### src/rtl/alu_arb_pkg.sv
// Shared types and constants for the two-port ALU arbiter.
package alu_arb_pkg;

  localparam int DATA_W_DEF = 16;
  localparam int CNT_W      = 3;   // holds ALU_LAT-1 for ALU_LAT up to 7

  typedef enum logic [1:0] {
    IDLE  = 2'd0,
    ISSUE = 2'd1,
    WAIT  = 2'd2,
    RESP  = 2'd3
  } state_e;

  typedef enum logic [1:0] {
    OP_ADD   = 2'b00,
    OP_SUB   = 2'b01,
    OP_RTYPE = 2'b10,
    OP_RSVD  = 2'b11
  } alu_op_e;

  // Wait-counter preload: ALU_LAT-1, clamped so ALU_LAT=0 stays legal.
  function automatic logic [CNT_W-1:0] lat_load(input int lat);
    return (lat > 0) ? CNT_W'(lat - 1) : '0;
  endfunction

endpackage

### src/rtl/rr_arb2.sv
// Two-input round-robin grant. prio picks the winner only on contention;
// advance gates whether any grant is issued this cycle.
module rr_arb2 (
  input  logic [1:0] req,
  input  logic       prio,
  input  logic       advance,
  output logic [1:0] grant,
  output logic       gnt_id
);

  // Winner selection: lone requester wins, otherwise the prio side.
  always_comb begin
    gnt_id = 1'b0;
    if (req == 2'b11) gnt_id = prio;
    else if (req[1])  gnt_id = 1'b1;
    grant = 2'b00;
    if (advance && (req != 2'b00)) grant = gnt_id ? 2'b10 : 2'b01;
  end

endmodule

### src/rtl/alu_arbiter.sv
// Shares one EX-stage ALU between the pipeline slot (port 0) and the
// branch/address helper (port 1). One operation in flight at a time.
module alu_arbiter
  import alu_arb_pkg::*;
#(
  parameter int DATA_W  = DATA_W_DEF,
  parameter int ALU_LAT = 1
) (
  input  logic              clk,
  input  logic              rst_n,
  input  logic              flush,
  input  logic              req0_valid,
  output logic              req0_ready,
  input  logic [1:0]        req0_op,
  input  logic [3:0]        req0_func,
  input  logic [DATA_W-1:0] req0_a,
  input  logic [DATA_W-1:0] req0_b,
  input  logic              req1_valid,
  output logic              req1_ready,
  input  logic [1:0]        req1_op,
  input  logic [3:0]        req1_func,
  input  logic [DATA_W-1:0] req1_a,
  input  logic [DATA_W-1:0] req1_b,
  output logic [1:0]        alu_op,
  output logic [3:0]        alu_func,
  output logic [DATA_W-1:0] alu_a,
  output logic [DATA_W-1:0] alu_b,
  output logic              alu_issue,
  input  logic [DATA_W-1:0] alu_result,
  input  logic              alu_zero,
  output logic              rsp_valid,
  input  logic              rsp_ready,
  output logic              rsp_id,
  output logic [DATA_W-1:0] rsp_data,
  output logic              rsp_zero,
  output logic              busy
);

  typedef struct packed {
    logic [1:0]        op;
    logic [3:0]        func;
    logic [DATA_W-1:0] a;
    logic [DATA_W-1:0] b;
  } req_t;

  localparam logic [CNT_W-1:0] CNT_INIT = lat_load(ALU_LAT);

  state_e            state_q, state_d;
  logic              prio_q, prio_d;
  logic              id_q, id_d;
  req_t              req_q, req_d;
  logic [CNT_W-1:0]  cnt_q, cnt_d;
  logic [DATA_W-1:0] data_q, data_d;
  logic              zero_q, zero_d;

  logic [1:0] grant;
  logic       gnt_id;
  logic       arb_en;

  // Arbitration only while idle and not being flushed.
  assign arb_en = (state_q == IDLE) && !flush;

  rr_arb2 u_arb (
    .req     ({req1_valid, req0_valid}),
    .prio    (prio_q),
    .advance (arb_en),
    .grant   (grant),
    .gnt_id  (gnt_id)
  );

  assign req0_ready = grant[0];
  assign req1_ready = grant[1];

  // Next-state: accept, issue, count down the ALU latency, hold the response.
  always_comb begin
    state_d = state_q;
    prio_d  = prio_q;
    id_d    = id_q;
    req_d   = req_q;
    cnt_d   = cnt_q;
    data_d  = data_q;
    zero_d  = zero_q;
    case (state_q)
      IDLE: begin
        if (grant != 2'b00) begin
          state_d = ISSUE;
          id_d    = gnt_id;
          prio_d  = ~gnt_id;
          if (gnt_id) begin
            req_d.op = req1_op;  req_d.func = req1_func;
            req_d.a  = req1_a;   req_d.b    = req1_b;
          end else begin
            req_d.op = req0_op;  req_d.func = req0_func;
            req_d.a  = req0_a;   req_d.b    = req0_b;
          end
        end
      end
      ISSUE: begin
        if (ALU_LAT == 0) begin
          data_d  = alu_result;
          zero_d  = alu_zero;
          state_d = RESP;
        end else begin
          cnt_d   = CNT_INIT;
          state_d = WAIT;
        end
      end
      WAIT: begin
        if (cnt_q == '0) begin
          data_d  = alu_result;
          zero_d  = alu_zero;
          state_d = RESP;
        end else begin
          cnt_d = cnt_q - 1'b1;
        end
      end
      RESP: begin
        if (rsp_ready) state_d = IDLE;
      end
      default: state_d = IDLE;
    endcase
    // Flush aborts whatever is in flight; a result captured this cycle is dropped.
    if (flush) begin
      state_d = IDLE;
      data_d  = data_q;
      zero_d  = zero_q;
    end
  end

  // State and datapath registers.
  always_ff @(posedge clk or negedge rst_n) begin
    if (!rst_n) begin
      state_q <= IDLE;
      prio_q  <= 1'b0;
      id_q    <= 1'b0;
      req_q   <= '0;
      cnt_q   <= '0;
      data_q  <= '0;
      zero_q  <= 1'b0;
    end else begin
      state_q <= state_d;
      prio_q  <= prio_d;
      id_q    <= id_d;
      req_q   <= req_d;
      cnt_q   <= cnt_d;
      data_q  <= data_d;
      zero_q  <= zero_d;
    end
  end

  assign alu_op    = req_q.op;
  assign alu_func  = req_q.func;
  assign alu_a     = req_q.a;
  assign alu_b     = req_q.b;
  assign alu_issue = (state_q == ISSUE);
  assign rsp_valid = (state_q == RESP);
  assign rsp_id    = id_q;
  assign rsp_data  = data_q;
  assign rsp_zero  = zero_q;
  assign busy      = (state_q != IDLE);

endmodule

### config.mk
export PLATFORM = sky130hd
export DESIGN_NAME = alu_arbiter
export DESIGN_NICKNAME = d
export VERILOG_FILES = /design/src/rtl/alu_arb_pkg.sv /design/src/rtl/rr_arb2.sv /design/src/rtl/alu_arbiter.sv
export SDC_FILE = /design/constraint.sdc
export NUM_CORES = 1
export LEC_CHECK = 0
export BUFFER_PORTS_ARGS = -buffer_cell sky130_fd_sc_hd__buf_2
export CORE_MARGIN = 4
export CORE_UTILIZATION = 44
export DETAILED_ROUTE_END_ITERATION = 7
export GPL_TIMING_DRIVEN = 0
export PLACE_DENSITY = 0.83
export SLEW_MARGIN = 20
export SYNTH_ARGS = -nofsm -noshare
export SYNTH_HDL_FRONTEND = slang
export SYNTH_SLANG_ARGS = --single-unit
### constraint.sdc
create_clock -name clk -period 2.2 [get_ports clk]
set_input_delay 0.22 -clock clk [delete_from_list [all_inputs] [get_ports clk]]
set_output_delay 0.22 -clock clk [all_outputs]
set_load 0.1 [all_outputs]
==> summary by stage, run 1 <==
Clocking
Clock-pin slew was measured on the worst setup and hold paths at about 60 ps. The number of clock sinks seen by CTS is 62. The tree is rooted in a sky130_fd_sc_hd__clkbuf_8.

The deepest level of the CTS H-tree is 3. The maximum clock path buffer count is 2. The CTS tree is built.

The clock reaches the later pin of the worst-skew pair after 340 ps. Counting the buffers created by CTS gives 9.

Die
In this run the vertical extent of the chip is 88.9 um. Once the floorplan was initialized, standard cells occupied 45.3% of the core. Pin placement for this block handled 160 I/O pins. From left edge to right edge, the die measures 88.9 um. The die footprint is 7900 um^2. The number of rows in the core area is 29. The total core area is 6350 um^2.

Routing
The detailed router's first-iteration violation count is 98. The final wirelength is 7820 um. The number of remaining DRC errors is 0. After detailed routing, the number of vias per cell comes to 5.27. The number of nets with antenna violations after routing is 0. Summing over every cut layer, the via total after detailed routing is 2480. In the final routed layout, each cell accounts on average for 16.6 um. Before antenna repair, the detailed router went through 4 iterations.

Place
The quantity of I/O buffers inserted on ports is 159. At the end of routability-driven placement, the weighted congestion stood at between 0.7 and 0.8. The placed wire-length estimate is 5760 um.

Critical path
The largest stage delay on the critical path is 420 ps. The data required time at the worst endpoint is between 1500 and 2000 ps. In this run the worst path has a maximum fanout of 10. Walking the worst path, the cells encountered are inv_2 -> ha_2 -> nor2b_4 -> and3_4 -> buf_6 -> buf_6 -> buf_12. The cell with the largest stage delay on the worst path is sky130_fd_sc_hd__dfrtp_1. The critical path data arrival time is 1860 ps. The sort of element at the start of the critical path is a register. In this design, the critical path's most frequently occurring cell is sky130_fd_sc_hd__buf_6. The worst setup path is captured at an output port.

The worst setup path is of the reg -> out kind.

Timing
The clock skew after layout is between 10 and 15 ps. The upper clock frequency limit is 0.481 GHz. Setup repair after global routing left no endpoint under its margin. For the pin with the worst max-slew slack, the measured transition is ~780 ps. The shortest period the worst path allows is 2080 ps. In this run the tightest slew margin relative to its limit is 48.2%. Adding up every negative setup slack in the final design gives 0 ps.

The total count of hold-check failures in the final report is 0. The worst slack on hold paths is 95.8 ps. The max-slew violation total from the final report was 0. Setup violations remaining at the end of the flow were counted as 0. The ratio of final minimum period to clock period is 94.5%.

GRT
The initial antenna violation count is 0. The total global-route track usage is 20.1%. The wire length of the first global-routing pass is 11800 um. The number of global-route vias before repair was 2471.

The largest net degree at the start of global routing is 63. Global routing finished with a remaining overflow of 0.

Synthesis
Counting flops with a built-in enable in the synthesized netlist gives 0. For this run, the register share of the synthesized area comes to 53.9%. The post-synthesis async set-or-reset flop share is 100%. A synthesized cell averages approximately 13 um^2. For this run, the leading register cell type out of synthesis is sky130_fd_sc_hd__dfrtp_1. The total of warnings raised by yosys is 0.

The synthesized netlist contains 28 unique library cells. The flip-flop and latch count after synthesis is 62. The instance count of the mapped netlist is about 220.

The area of the mapped netlist is 2880 um^2. Summed over all instances, the cell type with the most area after synthesis is sky130_fd_sc_hd__dfrtp_1. Sorting the synthesized cells by area gives the leading types as sky130_fd_sc_hd__dfrtp_1 (54%), sky130_fd_sc_hd__a221o_1 (13%), sky130_fd_sc_hd__a21boi_0 (9.9%). Yosys instantiated no cell more often than sky130_fd_sc_hd__dfrtp_1.

The portion of synthesized cell area occupied by the leading cell type is between 50% and 60%. The commonest cells after synthesis are sky130_fd_sc_hd__dfrtp_1 (62), sky130_fd_sc_hd__a21boi_0 (38), sky130_fd_sc_hd__a221o_1 (38). The total nets after synthesis is 321.

Finish
Relative to the synthesized area, the layout overhead comes to 41.4%. The final design utilization is 64.0%. The sequential cells in the finished layout cover a total of 1550 um^2.

The repair_antennas step left the layout with diodes totalling 0. After the last flow step, the layout net total stands at about 500. The multi-input gate area in the final layout is 1160 um^2. In the final layout, the share of cells above drive strength 1 is 52.8%.

The count of filler cells inserted in the layout is ~500.

Hold path
The path class of the tightest hold or removal check is in -> reg.

Flow run
The max capacitance violation total is 0.

Run status
The run finished with clean final reports.
[per-stage QoR]
step / instance area, um^2 / worst slack (ps) / cells
after floorplan: 2880 / 256 / 216
after global placement: 3770 / -81.1 / 452
after detailed placement: 3770 / -100 / 452
after CTS: 4040 / 13.0 / 468
after global routing: 4070 / 20.7 / 471
final: 4070 / 122 / 471
[logic make-up after synthesis]
family | after synthesis | share of synthesized area, %
AND/OR/NAND/NOR | 18 | 3.61
adder cells (fa/ha/maj) | 6 | 2.61
flip-flops | 62 | 53.9
buffers and inverters | 28 | 5.83
AO/OA/AOI/OAI | 82 | 24.9
multiplexers | 20 | 9.09
[registers in the layout (all words and copies together) (netlist names)]
signal,cells
alu_a,16
alu_b,16
alu_func,4
alu_op,2
cnt_q,3
prio_q,1
rsp_data,16
rsp_id,1
rsp_zero,1
state_q,2
[worst max-delay path: cells and delay by family (launching register included)]
kind	cells	cell delay (ps)
DFF	1	420
and+or+nand+nor	2	370
adders and majority gates	1	200
buffers and inverters	4	530
[cells in the final DEF, fill, tap and decap left out, types with 2 or more instances in the layout]
master | netlist | layout
sky130_fd_sc_hd__buf_2 | 5 | 160
sky130_fd_sc_hd__a221o_1 | 38 | 38
sky130_fd_sc_hd__nand2b_1 | 5 | 5
sky130_fd_sc_hd__nor2_1 | 3 | 3
sky130_fd_sc_hd__inv_1 | 7 | 6
sky130_fd_sc_hd__mux2_4 | 10 | 10
sky130_fd_sc_hd__buf_6 | 6 | 7
sky130_fd_sc_hd__buf_4 | 3 | 7
sky130_fd_sc_hd__buf_12 | 0 | 2
sky130_fd_sc_hd__dfrtp_1 | 62 | 62
sky130_fd_sc_hd__mux2_1 | 8 | 8
sky130_fd_sc_hd__a21o_1 | 2 | 2
sky130_fd_sc_hd__bufinv_16 | 0 | 2
sky130_fd_sc_hd__or2_1 | 2 | 2
sky130_fd_sc_hd__nand2_1 | 3 | 3
sky130_fd_sc_hd__clkinvlp_4 | 0 | 2
sky130_fd_sc_hd__a21boi_0 | 38 | 38
sky130_fd_sc_hd__clkinv_2 | 0 | 2
sky130_fd_sc_hd__clkbuf_1 | 6 | 5
sky130_fd_sc_hd__ha_1 | 6 | 5
sky130_fd_sc_hd__clkbuf_8 | 0 | 10
[timing repair]
action | in CTS | in global routing
buffers inserted | 0 | 3
gates resized for setup | 11 | 2
hold buffers | 1 | 0
endpoints found under the setup margin | 2 | 2
endpoints found under the hold margin | 61 | 0
pin swaps | 0 | 0
[final timing paths]
path / startpoint / to / slack, ps / cells past startpoint
max: state_q[0] / req0_ready / 120 / 7
min: alu_result[2] / rsp_data[2] / 100 / 2
max reg2reg: state_q[0] / alu_a[1] / 320 / 7
min reg2reg: rsp_data[0] / rsp_data[0] / 490 / 1
max in group asynchronous: rst_n / alu_b[7] / 1190 / 2
min in group asynchronous: rst_n / cnt_q[1] / 500 / 2
[cell type report]
type	instances	area share, %
sequential	62	38.2
multi-input combinational	126	28.6
timing repair buffer	163	21.2
buffer	19	3.45
clock buffer	10	3.38
tap	77	2.37
clock inverter	6	2.09
inverter	8	0.738
[routing by layer]
metal / track usage, % / share of wire (%) / up-vias
li1: - / - / 1162
met1: 24.2 / 39 / 1178
met2: 32.0 / 49 / 122
met3: 6.98 / 10 / 18
met4: 10.2 / 2.4 / 0
met5: 0 / 0 / -
Power of run 1 is not shown: default switching activity piles up to over one toggle a cycle in this logic, so the estimate is an artifact.
==> run 2, diff against run 1 <==
--- a/config.mk
+++ b/config.mk
@@ -6,6 +6,7 @@
 export NUM_CORES = 1
 export LEC_CHECK = 0
 export BUFFER_PORTS_ARGS = -buffer_cell sky130_fd_sc_hd__buf_2
+export CORE_ASPECT_RATIO = 1.5
 export CORE_MARGIN = 4
 export CORE_UTILIZATION = 44
 export DETAILED_ROUTE_END_ITERATION = 7
==> run 2 against run 1 <==
Setup slack worse by 8.9 ps. Non-clock buffer count is 1 lower. Fmax is 0.43% lower. Core utilization up 0.38 points. Critical endpoint unchanged. Highest routed layer is now met5.
==> summary by stage, run 2 (synthesis results as in run 1) <==
Timing
After layout, the worst path uses a little over nine tenths of the clock period. Between clock sinks in the finished design, the worst skew comes to 9.58 ps. The max-slew violation total from the final report is 0. For the pin with the worst max-slew slack, the measured transition is 766 ps. The final count of negative-setup-slack endpoints is 0. The worst path meets setup with 113 ps of slack. Setup repair after global routing left no endpoint under its margin.

Timing would allow up to roughly 0.48 GHz. The shortest period the worst path allows is 2090 ps. Adding up every negative setup slack in the final design gives 0 ps. The worst-case headroom to the max-slew limit is 48.9%. The total count of hold-check failures in the final report is 0.

GRT
Entering global routing, the biggest net connects 63 pins. Across every metal layer, demand over resource in global routing totals 20.5%. The initial antenna violation count came to 1.

The total congestion overflow is 0. The number of global-route vias before repair came to 2623. The wire length of the first global-routing pass is 12400 um.

Place
The final estimated routing congestion in global placement is 0.798. Summed over all nets, the half-perimeter wirelength after detailed placement is about 6000 um. OpenSTA, run right after detailed placement, puts the worst setup slack at -67.2 ps.

The quantity of I/O buffers inserted on ports is ~160.

Routing
Before antenna repair, the detailed router went through 6 iterations. The detailed router's first-iteration violation count is about 140. Signal routing reaches up to met5. The number of vias per cell is 5.34. The detailed router placed 2496 vias in this run. The routed wire length on met3 is 630 um. After detailed routing, the wire length on met1 is 3000 um. The detail route stage leaves a number of antenna-violating nets equal to 0.

The sum of met2 wire segment lengths after detailed routing is 3950 um. After detailed routing, the number of remaining DRC violations is 0. The final wirelength is 7820 um. Dividing the detail-routed wire length by the instance count gives roughly 17 um.

Clocking
The number of buffers created by CTS is 9. TritonCTS built the clock tree. No sink is reached through more buffers than the 2 on the longest clock path.

The tree is rooted in a sky130_fd_sc_hd__clkbuf_8. After clock tree synthesis, the clock-pin slew on the worst setup and hold paths is 70 ps. The clock reaches the later pin of the worst-skew pair after 330 ps. The number of clock sinks seen by CTS is between 60 and 70. The deepest level of the CTS H-tree is 3.

Critical path
The worst setup path is launched from a register. The cell occurring most often along the worst timing path is sky130_fd_sc_hd__buf_6. By startpoint and endpoint, the worst setup path is classified as reg -> out. The slowest stage of the critical path belongs to the cell sky130_fd_sc_hd__dfrtp_1. The cell type group with the largest total delay on the critical path is buffers and inverters. The largest stage delay on the critical path is 420 ps.

For the worst setup path, the data arrival time is 1870 ps. Along the worst path, the maximum fanout reaches 10. Traced cell by cell, the critical path runs through inv_1 -> ha_2 -> nor2b_4 -> and3_4 -> buf_6 -> buf_6 -> buf_12. The number of buffers and inverters on the critical path is 4. At the worst endpoint, the required time is 1980 ps. STA classifies the critical path endpoint as an output port.

Finish
Leaving out fill and tap cells, the most frequent cells in the layout are sky130_fd_sc_hd__buf_2 (160), sky130_fd_sc_hd__dfrtp_1 (62), sky130_fd_sc_hd__a21boi_0 (38), sky130_fd_sc_hd__a221o_1 (38). In the final design database the tool counted 493 nets. The library cell used most frequently in the layout, excluding fill and tap cells, is sky130_fd_sc_hd__buf_2. The post-route netlist has between 50% and 60% of its cells at a drive strength greater than 1.

Compared with the post-synthesis result, the final layout area differs by 40.2%. The number of antenna diodes in the final layout is 0.

Hold path
In this run the worst hold path is classified as in -> reg.

Die
The initial cell density of the core is 45.9%. In this run the standard cell core region covers between 6000 and 7000 um^2. The die covers 7920 um^2. The floorplan die height is approximately 110 um.

The die is 74.0 um wide. Pin placement for this block handled 160 I/O pins. The number of rows in the core area is 35.

Flow run
Across the run, the number of max-cap violations was 0.

Run status
The flow ran to the end, and the final reports show no timing, DRC or antenna violations.
## run 2: changes by cell type in the layout (fill, tap and decap cells not counted), sizes merged
cell / before / now
bufinv: 2 / 1
clkbuf: 15 / 16
buf: 176 / 175
## run 2: final timing paths
check	from	end	slack [ps]	cells after the start
max	state_q[1]	req0_ready	110	7
min in group asynchronous	rst_n	rsp_data[0]	490	2
max in group asynchronous	rst_n	alu_b[1]	1180	2
min	alu_result[0]	rsp_data[0]	100	2
min reg2reg	rsp_zero	rsp_zero	490	1
max reg2reg	state_q[1]	alu_b[10]	270	7
## run 2: worst register-to-register path: cells and delay by family, from the launching register on
family,cells,cell delay [ps]
AO/OA/AOI/OAI,2,460
buffers and inverters,3,550
AND/OR/NAND/NOR,1,180
flip-flops,1,420
adder cells (fa/ha/maj),1,210
## run 2: timing repair
action,in CTS,in global routing
resized for setup,11,3
hold buffers,1,0
setup endpoints to repair,2,2
hold endpoints to repair,62,0
setup buffers,0,2
## run 2: final cells by class
| class | instances | area [um^2] |
|---|---|---|
| Inverter | 8 | 30.0 |
| Tap cell | 74 | 92.6 |
| Multi-Input combinational cell | 126 | 1170 |
| Buffer | 19 | 140 |
| Fill cell | 490 | 2230 |
| Sequential cell | 62 | 1550 |
| Clock buffer | 11 | 141 |
| Timing Repair Buffer | 162 | 853 |
| Clock inverter | 5 | 58.8 |
## run 2: through the flow
step	std cells	util, %	cell area (um^2)	hold WS, ps
after floorplan	216	-	2880	-75.6
after global placement	449	60.1	3760	434
after detailed placement	449	60.2	3770	344
after CTS	465	64.1	4020	80.0
after global routing	467	64.4	4030	72.3
final	467	64.4	4030	97.4
## run 2: layer usage
metal  track usage (%)  up-vias
met5                 0        -
met4              9.72        2
met3              5.72       17
met2              34.2      119
met1              23.7     1195
li1                  -     1163
Power of run 2 is left out for the same reason.
